--- src/rtl/instruction_fetch_if.sv ---
// Fetch-side bundle: instruction memory address/data, redirect, and the
// registered fetch/decode handshake with pre-split instruction fields.
interface instruction_fetch_if;
   logic        start;
   logic [31:0] imem_address;
   logic [31:0] imem_data;
   logic        redirect_valid;
   logic [31:0] redirect_pc;
   logic        if_ready;
   logic        if_valid;
   logic [31:0] if_instr;
   logic [31:0] if_pc;
   logic [5:0]  if_opcode;
   logic [4:0]  if_dst;
   logic [4:0]  if_src1;
   logic [4:0]  if_src2;
   logic [15:0] if_imm;
   logic        busy;
   logic        done;
   logic [15:0] fetch_count;

   modport master (
      input  start, imem_data, redirect_valid, redirect_pc, if_ready,
      output imem_address, if_valid, if_instr, if_pc, if_opcode, if_dst,
             if_src1, if_src2, if_imm, busy, done, fetch_count
   );

   modport slave (
      output start, imem_data, redirect_valid, redirect_pc, if_ready,
      input  imem_address, if_valid, if_instr, if_pc, if_opcode, if_dst,
             if_src1, if_src2, if_imm, busy, done, fetch_count
   );
endinterface

--- src/rtl/instruction_fetch.sv ---
// Fetch stage: owns pc, registers the memory word one cycle after its fire.
// Holds the word while decode is not ready; redirect flushes it unconsumed.
module instruction_fetch #(
   parameter logic [31:0] RESET_PC = 32'd0,
   parameter logic [31:0] LAST_PC  = 32'd356,
   parameter logic [31:0] PC_STEP  = 32'd4
) (
   input logic                 clk,
   input logic                 reset,
   instruction_fetch_if.master bus
);
   typedef enum logic [1:0] {IDLE, FETCH, HALT} state_t;

   typedef struct packed {
      logic [31:0] instr;
      logic [31:0] pc;
   } hold_t;

   state_t      state;
   logic [31:0] pc;
   hold_t       hold;
   logic        valid_q;
   logic [15:0] count_q;
   logic        fire;

   // Redirect wins over a fire, so a flushed word is never replaced in the same edge.
   assign fire = (state == FETCH) && !bus.redirect_valid && (!valid_q || bus.if_ready);

   always_ff @(posedge clk) begin
      if (reset) begin
         state   <= IDLE;
         pc      <= RESET_PC;
         hold    <= '0;
         valid_q <= 1'b0;
         count_q <= 16'd0;
      end else begin
         case (state)
            IDLE: begin
               if (bus.redirect_valid)
                  pc <= bus.redirect_pc & ~32'd3;
               if (bus.start)
                  state <= FETCH;
            end
            FETCH: begin
               if (bus.redirect_valid) begin
                  pc      <= bus.redirect_pc & ~32'd3;
                  valid_q <= 1'b0;
               end else if (fire) begin
                  hold.instr <= bus.imem_data;
                  hold.pc    <= pc;
                  valid_q    <= 1'b1;
                  pc         <= pc + PC_STEP;
                  if (count_q != 16'hFFFF)
                     count_q <= count_q + 16'd1;
                  if (pc >= LAST_PC)
                     state <= HALT;
               end
            end
            HALT: begin
               if (bus.if_ready)
                  valid_q <= 1'b0;
            end
            default: state <= IDLE;
         endcase
      end
   end

   assign bus.imem_address = pc;
   assign bus.if_valid     = valid_q;
   assign bus.if_instr     = hold.instr;
   assign bus.if_pc        = hold.pc;
   assign bus.if_opcode    = hold.instr[31:26];
   assign bus.if_dst       = hold.instr[25:21];
   assign bus.if_src1      = hold.instr[20:16];
   assign bus.if_src2      = hold.instr[15:11];
   assign bus.if_imm       = hold.instr[15:0];
   assign bus.busy         = (state == FETCH);
   assign bus.done         = (state == HALT) && !valid_q;
   assign bus.fetch_count  = count_q;
endmodule

--- src/flat_wrapper.sv ---
// flat-port wrapper written by rule: the top's interface ports become plain ports
module instruction_fetch_flat 
#(
   parameter logic [31:0] RESET_PC = 32'd0,
   parameter logic [31:0] LAST_PC  = 32'd356,
   parameter logic [31:0] PC_STEP  = 32'd4
)
  (clk, reset, bus_start, bus_imem_data, bus_redirect_valid, bus_redirect_pc, bus_if_ready, bus_imem_address, bus_if_valid, bus_if_instr, bus_if_pc, bus_if_opcode, bus_if_dst, bus_if_src1, bus_if_src2, bus_if_imm, bus_busy, bus_done, bus_fetch_count);
  instruction_fetch_if bus_i ();
  input logic clk;
  input logic reset;
  input wire logic [$bits(bus_i.start)-1:0] bus_start;
  input wire logic [$bits(bus_i.imem_data)-1:0] bus_imem_data;
  input wire logic [$bits(bus_i.redirect_valid)-1:0] bus_redirect_valid;
  input wire logic [$bits(bus_i.redirect_pc)-1:0] bus_redirect_pc;
  input wire logic [$bits(bus_i.if_ready)-1:0] bus_if_ready;
  output wire logic [$bits(bus_i.imem_address)-1:0] bus_imem_address;
  output wire logic [$bits(bus_i.if_valid)-1:0] bus_if_valid;
  output wire logic [$bits(bus_i.if_instr)-1:0] bus_if_instr;
  output wire logic [$bits(bus_i.if_pc)-1:0] bus_if_pc;
  output wire logic [$bits(bus_i.if_opcode)-1:0] bus_if_opcode;
  output wire logic [$bits(bus_i.if_dst)-1:0] bus_if_dst;
  output wire logic [$bits(bus_i.if_src1)-1:0] bus_if_src1;
  output wire logic [$bits(bus_i.if_src2)-1:0] bus_if_src2;
  output wire logic [$bits(bus_i.if_imm)-1:0] bus_if_imm;
  output wire logic [$bits(bus_i.busy)-1:0] bus_busy;
  output wire logic [$bits(bus_i.done)-1:0] bus_done;
  output wire logic [$bits(bus_i.fetch_count)-1:0] bus_fetch_count;
  assign bus_i.start = bus_start;
  assign bus_i.imem_data = bus_imem_data;
  assign bus_i.redirect_valid = bus_redirect_valid;
  assign bus_i.redirect_pc = bus_redirect_pc;
  assign bus_i.if_ready = bus_if_ready;
  assign bus_imem_address = bus_i.imem_address;
  assign bus_if_valid = bus_i.if_valid;
  assign bus_if_instr = bus_i.if_instr;
  assign bus_if_pc = bus_i.if_pc;
  assign bus_if_opcode = bus_i.if_opcode;
  assign bus_if_dst = bus_i.if_dst;
  assign bus_if_src1 = bus_i.if_src1;
  assign bus_if_src2 = bus_i.if_src2;
  assign bus_if_imm = bus_i.if_imm;
  assign bus_busy = bus_i.busy;
  assign bus_done = bus_i.done;
  assign bus_fetch_count = bus_i.fetch_count;
  instruction_fetch #(.RESET_PC(RESET_PC), .LAST_PC(LAST_PC), .PC_STEP(PC_STEP)) u_core (.clk(clk), .reset(reset), .bus(bus_i));
endmodule
--- config.mk ---
export PLATFORM = sky130hd
export DESIGN_NAME = instruction_fetch_flat
export DESIGN_NICKNAME = d
export VERILOG_FILES = /design/src/rtl/instruction_fetch_if.sv /design/src/rtl/instruction_fetch.sv /design/src/flat_wrapper.sv
export SDC_FILE = /design/constraint.sdc
export NUM_CORES = 1
export LEC_CHECK = 0
export ABC_AREA = 1
export BUFFER_PORTS_ARGS = -buffer_cell sky130_fd_sc_hd__buf_2
export CAP_MARGIN = 10
export CORE_ASPECT_RATIO = 0.8
export CORE_UTILIZATION = 50
export DETAILED_ROUTE_END_ITERATION = 8
export PLACE_DENSITY_LB_ADDON = 0.05
export SYNTH_ARGS = -nofsm -noshare
export SYNTH_HDL_FRONTEND = slang
export SYNTH_SLANG_ARGS = --single-unit
--- constraint.sdc ---
create_clock -name clk -period 1.9 [get_ports clk]
set_clock_uncertainty 0.2 [all_clocks]
set_input_delay 0.38 -clock clk [delete_from_list [all_inputs] [get_ports clk]]
set_output_delay 0.38 -clock clk [all_outputs]
set_load 0.01 [all_outputs]
==> flow_metrics.py, run 1 <==
metrics = {
    "run_status": {
        "status": "finished clean",
    },
    "timing": {
        "fmax_ghz": 0.547,
        "hold_ws_ns": 0.0594,
        "setup_viol": 0,
        "final_max_slew_viol_count": 0,
        "rsz0062_at_grt": "false",
        "setup_tns_ns": 0,
        "final.min_clock_period_ns": 1.83,
        "hold_viol_final": 0,
        "period_share": 0.963,
    },
    "detailed_routing": {
        "first_pass_iters": 5,
        "vias_per_cell": 5.03,
        "ant_nets": 0,
        "wl_per_cell_um": 14.2,
        "vias": 6217,
        "drt-total-wl_um": 17500,
        "drc": 0,
        "drt_iter0_drc": 409,
    },
    "worst_setup_path": {
        "path_max_fanout": 3,
        "crit_required_ns": 1.92,
        "arrival_ns": 1.85,
        "start_kind": "register",
        "cp-end-kind": "register",
        "critPathKind": "reg -> reg",
    },
    "clocking": {
        "post_cts_buffers": 0,
        "path_clk_slew_ns": 0.08,
        "cts-buffers-inserted": 9,
        "cts_htree_levels": 3,
        "insertion_delay_ns": 0.35,
        "cts_tree": "yes",
        "clock_path_buffers": 2,
        "root_buffer": "clkbuf_16",
        "cts_sinks": 111,
    },
    "power_and_ir_drop": {
        "power.total_mw": 6.14,
        "leakage_nw": 3.43,
        "powerDensity_mw_per_mm2": 827,
        "ir_drop_mv": 0.488,
    },
    "global_route": {
        "track_usage": 0.287,
        "grt_pass1_vias": 5388,
        "grt_max_degree": 49,
        "antenna_found_initial": 0,
        "grt_pass1_wl_um": 27400,
        "grt_overflow_total": 0,
    },
    "logic_synthesis": {
        "yosysSeqAreaShare": 0.375,
        "synth-seq-cells": 111,
        "async_flop_share": 0,
        "synth_cells": 888,
        "synth_flop_cell": "dfxtp_1",
        "syn-cell-area_sq_mm": 0.00593,
        "avgSynthCellArea_sq_um": 6.67,
        "yosysUniqueCellTypes": 34,
        "yosysWarnings": 0,
        "synth_edf_count": 0,
    },
    "layout": {
        "area.growth.synth_to_final_pct": 25.4,
        "final_cell_count_no_fill": 1236,
        "drive_above_1_share": 0.303,
        "diodes": 0,
        "finish.net_count": 1156,
    },
    "placement": {
        "place_inst": 1220,
        "port-buffer-count": 214,
        "routabilityCongestion": 0.979,
        "hpwlAfterDp_um": 13200,
    },
    "floorplan": {
        "num_rows": 35,
        "dieHeight_um": 99.4,
        "die_area_sq_mm": 0.0123,
        "coreArea_sq_mm": 0.0115,
        "initial_core_util": 0.515,
        "fp.dieW_um": 124,
        "pin_count": 221,
    },
    "hold_path": {
        "hold_class": "in -> reg",
    },
    "flow_run": {
        "maxCapViolations": 0,
    },
}
[synth_stat cells, types with 6 or more instances]
| master | instances | share of area |
|---|---|---|
| nand2_1 | 186 | 0.12 |
| nor2_1 | 159 | 0.10 |
| dfxtp_1 | 111 | 0.37 |
| a21oi_1 | 73 | 0.062 |
| o21ai_0 | 72 | 0.061 |
| inv_1 | 61 | 0.039 |
| nand3_1 | 55 | 0.046 |
| buf_4 | 44 | 0.056 |
| or2_2 | 22 | 0.023 |
| clkbuf_1 | 20 | 0.013 |
| buf_2 | 9 | 0.0076 |
| o21ai_1 | 9 | 0.0076 |
| nand4_1 | 7 | 0.0074 |
| xnor2_1 | 7 | 0.010 |
| buf_6 | 6 | 0.011 |
| nand2_2 | 6 | 0.0063 |
| nor3_1 | 6 | 0.0051 |
[through the flow]
| stage | cell area [sq um] | util | worst slack (ns) |
|---|---|---|---|
| 2_1_floorplan | 5940 | - | 0.132 |
| 4_1_cts | 7400 | 0.642 | 0.0116 |
| 3_5_place_dp | 7100 | 0.616 | 0.0408 |
| 5_1_grt | 7430 | 0.645 | 0.00319 |
| 3_3_place_gp | 7100 | 0.616 | 0.0766 |
| 6_report | 7430 | 0.645 | 0.0712 |
[worst max-delay path, stage by stage, from the launching register on]
cell and delay (ns):
dfxtp_1 0.40, nand2_1 0.11, nor2_1 0.30, nand2_1 0.23, nor2_1 0.18, nand2_1 0.06
nand2_1 0.05, nand3_1 0.06, nand2_1 0.07, a21oi_1 0.05
[layout make-up]
| type | instances | area (sq um) |
|---|---|---|
| fillers | 1132 | 4090 |
| flip-flops and latches | 111 | 2220 |
| multi-input cells | 633 | 2950 |
| clock buffers | 9 | 225 |
| inverters | 68 | 260 |
| clock inverters | 7 | 78.8 |
| repair buffers | 260 | 1500 |
| well taps | 148 | 185 |
[path summary, 6_finish.rpt]
| kind | start | to | slack [ns] | depth (start not counted) |
|---|---|---|---|---|
| max | u_core.bus.imem_address[12]$_SDFFE_PP0P_ | u_core.bus.imem_address[25]$_SDFFE_PP0P_ | 0.07 | 9 |
| min | bus_imem_data[13] | u_core.bus.if_instr[13]$_SDFFE_PP0P_ | 0.06 | 3 |
| max reg2reg | u_core.bus.imem_address[12]$_SDFFE_PP0P_ | u_core.bus.imem_address[25]$_SDFFE_PP0P_ | 0.07 | 9 |
| min reg2reg | u_core.bus.if_pc[8]$_SDFFE_PP0P_ | u_core.bus.if_pc[8]$_SDFFE_PP0P_ | 0.28 | 2 |
[what timing repair did]
item / 4_1_cts / 5_1_grt
endpoints found under the hold margin: 0 / 0
gates resized for setup: 0 / 10
hold buffers: 0 / 0
endpoints found under the setup margin: 0 / 29
[report_power, final]
part	switching, mW	internal, mW
Sequential	0.173	2.52
Clock	0.929	1.04
Combinational	0.858	0.619
Total	1.96	4.18
[registers in the layout, summed over array words and instances (netlist names)]
| register | flops |
|---|---|
| u_core.bus.fetch_count | 16 |
| u_core.state | 2 |
| u_core.bus.imem_address | 30 |
| u_core.bus.if_instr | 32 |
| u_core.bus.if_pc | 30 |
| u_core.bus.if_valid | 1 |
[layout by cell type, fill, tap and decap left out, types with 6 or more instances in the layout]
cell,netlist,final
xnor2_1,7,7
a21oi_1,73,73
clkbuf_16,0,9
nand2_2,6,6
buf_2,9,214
nand4_1,7,7
o21ai_1,9,9
inv_1,61,61
or2_2,22,22
nand3_1,55,53
buf_12,0,6
o21ai_0,72,72
nor2_1,159,157
dfxtp_1,111,109
nand2_1,186,186
nor3_1,6,6
buf_4,44,38
[metal layers]
layer | vias to the layer above | wire, um | GRT usage
met2 | 246 | 7500 | 0.427
met4 | 0 | 240 | 0.0584
met5 | - | 0 | 0
li1 | 3180 | - | -
met1 | 2777 | 8380 | 0.414
met3 | 14 | 1420 | 0.0745
[cell families after synthesis]
| kind of cell | after synthesis | share of synthesized area |
|---|---|---|
| AND/OR/NAND/NOR | 452 | 0.326 |
| AO/OA/AOI/OAI | 161 | 0.141 |
| buffers and inverters | 147 | 0.131 |
| flip-flops | 111 | 0.375 |
| XOR/XNOR | 12 | 0.0177 |
| adder cells (fa/ha/maj) | 4 | 0.00845 |
| other | 1 | 0.000633 |
Power figures use the tool's default switching activity.
==> run 2, diff against run 1 <==
Settings changed: ABC_AREA 1 to not set, CORE_UTILIZATION 50 to 48.
==> run 2 against run 1 <==
Effect of this change:
- non-clock buffer count is 56 higher
- the flow now finishes with violations (setup timing)
- critical path type unchanged
- critical endpoint is now u_core.bus.imem_address[30]$_SDFFE_PP0P_
- register-to-register slack worse by 0.17 ns
- largest cell class unchanged
- die area is 6.6% lower
- core utilization is 7.2 points higher
==> flow_metrics.py, run 2 <==
metrics = {
    "floorplan": {
        "fp.dieW_um": 120,
        "initial_core_util": 0.506,
        "die_area_sq_mm": 0.0115,
        "num_rows": 33,
        "pin_count": 221,
        "dieHeight_um": 96.0,
        "coreArea_sq_mm": 0.0105,
    },
    "logic_synthesis": {
        "yosysWarnings": 0,
        "yosys.area.top_type": "dfxtp_1",
        "syn-cell-area_sq_mm": 0.00531,
        "avgSynthCellArea_sq_um": 7.60,
        "synth_top_area_share": 0.419,
        "synth_cells": 698,
        "yosysMostFrequentCell": "nand2_1",
        "ys_top_cells_by_area": "dfxtp_1 (42%), nand2_1 (12%), a21oi_1 (8.7%)",
        "synth_flop_cell": "dfxtp_1",
        "synth-seq-cells": 111,
        "synth_commonest_cells": "nand2_1 (166), dfxtp_1 (111), a21oi_1 (92)",
        "async_flop_share": 0,
        "yosysSeqAreaShare": 0.419,
        "synth_edf_count": 0,
        "yosysUniqueCellTypes": 55,
    },
    "global_route": {
        "track_usage": 0.280,
        "antenna_found_initial": 0,
        "grt_pass1_wl_um": 25600,
        "grt_overflow_total": 0,
        "grt_pass1_vias": 5284,
        "grt_max_degree": 50,
    },
    "timing": {
        "fin_ws_ns": -0.104,
        "hold_ws_ns": 0.0421,
        "final_max_slew_viol_count": 0,
        "final.min_clock_period_ns": 2.00,
        "tightest_slew_ns": 0.559,
        "fmax_ghz": 0.499,
        "setup_viol": 5,
        "period_share": 1.05,
        "max_slew_margin": 0.627,
        "rsz0062_at_grt": "true",
        "setup_tns_ns": -0.239,
        "hold_viol_final": 0,
    },
    "worst_setup_path": {
        "crit_required_ns": 1.98,
        "path_max_fanout": 3,
        "arrival_ns": 2.08,
        "reg2reg_from": "u_core.bus.imem_address[2]$_SDFFE_PP0P_",
        "critPathKind": "reg -> reg",
        "r2r_setup_slack_ns": -0.10,
        "r2r-end": "u_core.bus.imem_address[30]$_SDFFE_PP0P_",
        "worstRegToRegCells": 6,
        "start_kind": "register",
        "cp-end-kind": "register",
    },
    "hold_path": {
        "holdPathStages": 3,
        "hold_class": "in -> reg",
        "min_from": "bus_redirect_pc[20]",
        "holdPathEnd": "u_core.bus.imem_address[20]$_SDFFE_PP0P_",
    },
    "power_and_ir_drop": {
        "power.total_mw": 5.68,
        "ir_drop_mv": 0.612,
        "leakage_nw": 3.42,
        "powerDensity_mw_per_mm2": 756,
    },
    "layout": {
        "finish.net_count": 1014,
        "design_area_sq_mm": 0.00752,
        "area.growth.synth_to_final_pct": 41.8,
        "fillCellCount": 872,
        "diodes": 0,
        "layout_commonest_cell": "buf_2",
        "layout_common_cells": "buf_2 (213), nand2_1 (165), dfxtp_1 (93), a21oi_1 (89), buf_4 (89)",
        "largest_reg_flops": 32,
        "multi_input_comb_area_sq_mm": 0.00279,
        "final-seq-area_sq_mm": 0.00225,
        "drive_above_1_share": 0.407,
        "final_cell_count_no_fill": 1086,
    },
    "detailed_routing": {
        "wl_per_cell_um": 15.8,
        "first_pass_iters": 5,
        "drt_iter0_drc": 465,
        "drc": 0,
        "ant_nets": 0,
        "drt-total-wl_um": 17100,
        "vias_per_cell": 5.52,
        "vias": 5992,
    },
    "clocking": {
        "path_clk_slew_ns": 0.08,
        "cts_tree": "yes",
        "cts-buffers-inserted": 9,
        "cts_htree_levels": 3,
        "insertion_delay_ns": 0.35,
        "cts_sinks": 111,
        "root_buffer": "clkbuf_16",
        "clock_path_buffers": 2,
    },
    "placement": {
        "hpwlAfterDp_um": 12100,
        "port-buffer-count": 214,
        "routabilityCongestion": 0.876,
        "place_inst": 1058,
        "placed_area_sq_mm": 0.00692,
    },
    "run_status": {
        "violations": "setup timing",
        "status": "finished with violations",
    },
    "flow_run": {
        "maxCapViolations": 0,
    },
}
-- run 2: cell types whose count changed in the layout (fill, tap and decap cells not counted), sizes merged, moves of 10 or more --
cell	before	now
inv	69	11
nand3	55	31
nor4	0	10
nand2	195	167
buf	260	314
nor2	165	39
nand4	7	18
o21ai	81	14
a21oi	74	92
or2	22	2
-- run 2: routing by layer --
metal  GRT usage  share of wire  wire length, um  vias up
li1            -              -                -     2856
met1       0.357           0.41             7050     2801
met2       0.479           0.49             8310      307
met3      0.0646          0.088             1510       28
met4      0.0740          0.014              246        0
met5           0              0                0        -
-- run 2: worst max-delay path by stage --
stage / start / to / slack [ns] / cells past startpoint
after floorplan: u_core.state[1]$_SDFFE_PP0P_ / u_core.bus.fetch_count[10]$_SDFFE_PP0P_ / -0.12 / 6
after global placement: bus_redirect_valid / u_core.bus.imem_address[24]$_SDFFE_PP0P_ / -0.19 / 7
after detailed placement: bus_redirect_valid / u_core.bus.fetch_count[12]$_SDFFE_PP0P_ / -0.24 / 6
after CTS: u_core.bus.imem_address[3]$_SDFFE_PP0P_ / u_core.bus.imem_address[24]$_SDFFE_PP0P_ / -0.04 / 7
after global routing: u_core.bus.imem_address[2]$_SDFFE_PP0P_ / u_core.bus.imem_address[30]$_SDFFE_PP0P_ / -0.15 / 6
final: u_core.bus.imem_address[2]$_SDFFE_PP0P_ / u_core.bus.imem_address[30]$_SDFFE_PP0P_ / -0.10 / 6
-- run 2: power by group --
part	leakage (nW)	internal [mW]	switching (mW)
combinational	2.36	0.517	0.648
clock	0.147	1.04	0.928
sequential	0.910	2.45	0.101
-- run 2: cell families after synthesis --
family / synth area share
DFF: 0.419
buffers and inverters: 0.0976
muxes: 0.00566
other: 0.000707
xor gates and xnor gates: 0.0215
and+or+nand+nor: 0.267
AOI/OAI and AO/OA: 0.179
adders and majority gates: 0.00943
-- run 2: worst max-delay path, stage by stage, from the launching register on --
cell and delay, ns:
dfxtp_4 0.36, ha_4 0.14, nand4_1 0.16, nor3_4 0.30, nand4_1 0.16, or4_1 0.51, o211ai_1 0.10
-- run 2: area by class of cell --
class                   count  area share
flip-flops and latches    111       0.299
repair buffers            316       0.263
clock buffers               9      0.0299
multi-input cells         496       0.371
well taps                 140      0.0233
inverters                   7     0.00349
clock inverters             7      0.0105
-- run 2: what timing repair did --
action | 4_1_cts | 5_1_grt
hold buffers | 0 | 0
setup endpoints to repair | 18 | 70
buffers inserted | 6 | 7
pin swaps | 4 | 19
gates resized for setup | 10 | 36
hold endpoints to repair | 0 | 0
gates cloned | 0 | 2
-- run 2: through the flow --
stage / utilization / setup slack, ns
floorplan: - / -0.119
global placement: 0.659 / -0.188
detailed placement: 0.659 / -0.242
CTS: 0.695 / -0.0351
global route: 0.717 / -0.151
finish: 0.717 / -0.104
==> run 3, diff against run 2 <==
Settings changed: CORE_MARGIN set to 5, CORE_UTILIZATION 48 to 50, CTS_BUF_LIST set to sky130_fd_sc_hd__clkbuf_4.
==> run 3 against run 2 <==
Effect of this change:
- the flow still finishes with violations (setup timing)
- maximum frequency is 0.16% higher
- clock-buffer cell count is 1 higher
- register-to-register slack barely moved
- sequential share of layout area shrank 1.8 points
- core utilization increased by 6.0 points
- non-clock buffer count increased by 53
- power fell by 14%
- global-route usage is 0.95 points lower
- wire length increased by 7.7%
- die area up 11%
- first-iteration DRC count down 0.22%
- critical endpoint is now u_core.bus.imem_address[20]$_SDFFE_PP0P_
- largest cell class unchanged
- largest power group unchanged
==> flow_metrics.py, run 3 (synthesis gave the netlist of run 2 again) <==
metrics = {
    "run_status": {
        "status": "finished with violations",
        "violations": "setup timing",
    },
    "clocking": {
        "cts_htree_levels": 3,
        "cts_sinks": 111,
        "root_buffer": "clkbuf_4",
        "path_clk_slew_ns": 0.15,
        "clock_path_buffers": 2,
        "insertion_delay_ns": 0.46,
        "cts-buffers-inserted": 9,
        "cts_tree": "yes",
    },
    "power_and_ir_drop": {
        "netSwitchingPower_mw": 1.55,
        "power_switching_share": 0.316,
        "leakage_nw": 3.63,
        "seqPwrFrac": 0.519,
        "ir_drop_mv": 0.485,
        "power.internal_mw": 3.35,
        "powerDensity_mw_per_mm2": 610,
        "p_clk_frac": 0.207,
        "combPwrFrac": 0.274,
    },
    "worst_setup_path": {
        "slowest_delay_ns": 0.39,
        "start_kind": "register",
        "r2r_setup_slack_ns": -0.10,
        "r2r-end": "u_core.bus.imem_address[20]$_SDFFE_PP0P_",
        "crit_buf_inv": 1,
        "critPathKind": "reg -> reg",
        "path_max_fanout": 5,
        "cp-end-kind": "register",
        "arrival_ns": 2.14,
        "critPathMostFrequentCell": "nand4_1",
        "crit_required_ns": 2.04,
        "worstRegToRegCells": 7,
        "slowest_stage": "dfxtp_4",
        "critical-path-top-delay-family": "simple AND/OR/NAND/NOR gates",
        "reg2reg_from": "u_core.bus.imem_address[3]$_SDFFE_PP0P_",
        "crit_path_cell_trace": "ha_4, nand4_1, nor3_4, buf_4, nand4_1, o211ai_1, o311ai_0",
    },
    "timing": {
        "final_max_slew_viol_count": 0,
        "final.min_clock_period_ns": 2.00,
        "rsz0062_at_grt": "true",
        "setup_viol": 7,
        "hold_viol_final": 0,
        "max_slew_margin": 0.635,
        "period_share": 1.05,
        "fmax_ghz": 0.500,
        "fin_ws_ns": -0.100,
        "setup_tns_ns": -0.385,
        "tightest_slew_ns": 0.547,
    },
    "layout": {
        "design_area_sq_mm": 0.00802,
        "finish.net_count": 1067,
        "final_cell_count_no_fill": 1137,
        "diodes": 0,
        "layout_commonest_cell": "buf_2",
        "largest_reg_flops": 32,
        "area.growth.synth_to_final_pct": 51.2,
        "layout_common_cells": "buf_2 (212), nand2_1 (164), buf_4 (92), dfxtp_1 (92), a21oi_1 (86)",
        "drive_above_1_share": 0.416,
    },
    "floorplan": {
        "pin_count": 221,
        "coreArea_sq_mm": 0.0103,
        "initial_core_util": 0.514,
        "fp.dieW_um": 125,
        "dieHeight_um": 102,
        "die_area_sq_mm": 0.0128,
        "num_rows": 33,
    },
    "detailed_routing": {
        "wl_per_cell_um": 16.2,
        "first_pass_iters": 5,
        "drt_iter0_drc": 464,
        "ant_nets": 0,
        "vias": 6182,
        "drc": 0,
        "drt-total-wl_um": 18400,
        "vias_per_cell": 5.44,
    },
    "placement": {
        "placed_area_sq_mm": 0.00692,
        "hpwlAfterDp_um": 12600,
        "port-buffer-count": 214,
        "routabilityCongestion": 0.946,
        "place_inst": 1059,
    },
    "hold_path": {
        "hold_class": "in -> reg",
        "min_from": "bus_redirect_pc[21]",
        "holdPathStages": 3,
        "holdPathEnd": "u_core.bus.imem_address[21]$_SDFFE_PP0P_",
    },
    "global_route": {
        "track_usage": 0.270,
        "grt_overflow_total": 0,
        "grt_pass1_wl_um": 28600,
        "grt_max_degree": 73,
        "grt_pass1_vias": 5746,
        "antenna_found_initial": 0,
    },
    "flow_run": {
        "maxCapViolations": 0,
    },
}
## run 3: through the flow
stage	setup WS, ns	hold WS (ns)	util	power, mW
floorplan	-0.119	0.281	-	3.18
global placement	-0.207	0.239	0.671	3.66
detailed placement	-0.236	0.244	0.671	3.69
CTS	-0.0715	0.0200	0.731	4.78
global route	-0.201	0.0286	0.777	5.15
finish	-0.100	0.0449	0.777	4.90
## run 3: worst max-delay path by stage
| stage | from | endpoint | depth (start not counted) |
|---|---|---|---|
| 6_report | u_core.bus.imem_address[3]$_SDFFE_PP0P_ | u_core.bus.imem_address[20]$_SDFFE_PP0P_ | 7 |
| 5_1_grt | u_core.bus.imem_address[3]$_SDFFE_PP0P_ | u_core.bus.imem_address[30]$_SDFFE_PP0P_ | 6 |
| 4_1_cts | u_core.bus.imem_address[3]$_SDFFE_PP0P_ | u_core.bus.imem_address[20]$_SDFFE_PP0P_ | 7 |
| 3_5_place_dp | bus_redirect_valid | u_core.bus.imem_address[11]$_SDFFE_PP0P_ | 7 |
| 3_3_place_gp | bus_redirect_valid | u_core.bus.imem_address[24]$_SDFFE_PP0P_ | 7 |
| 2_1_floorplan | u_core.state[1]$_SDFFE_PP0P_ | u_core.bus.fetch_count[10]$_SDFFE_PP0P_ | 6 |
## run 3: power groups by stage
stage / logic (mW) / clock network, mW / registers [mW]
2_1_floorplan: 0.514 / 0 / 2.67
3_3_place_gp: 1.08 / 0 / 2.58
3_5_place_dp: 1.10 / 0 / 2.59
4_1_cts: 1.19 / 1.05 / 2.54
5_1_grt: 1.45 / 1.15 / 2.56
6_report: 1.34 / 1.01 / 2.54
## run 3: worst min-delay path, delay by kind of cell
family	cells	cell delay, ns
compound gates	2	0.22
buf+inv	1	0.08
## run 3: layer usage
metal | track usage | vias to the layer above | part of all wire
li1 | - | 2970 | -
met5 | 0 | - | 0
met2 | 0.466 | 289 | 0.48
met1 | 0.345 | 2884 | 0.41
met4 | 0.0667 | 0 | 0.025
met3 | 0.0700 | 39 | 0.081
## run 3: layout make-up
class | instances | area (sq um)
Sequential cell | 111 | 2250
Clock buffer | 10 | 75.1
Multi-Input combinational cell | 496 | 2920
Tap cell | 140 | 175
Fill cell | 753 | 2300
Inverter | 7 | 28.8
Clock inverter | 4 | 26.3
Timing Repair Buffer | 369 | 2550
## run 3: timing repair
action | CTS | global route
endpoints found under the setup margin | 57 | 96
hold endpoints to repair | 40 | 0
hold buffers | 40 | 0
gates resized for setup | 22 | 64
pin swaps | 5 | 25
buffers inserted | 8 | 11
gates cloned | 0 | 6
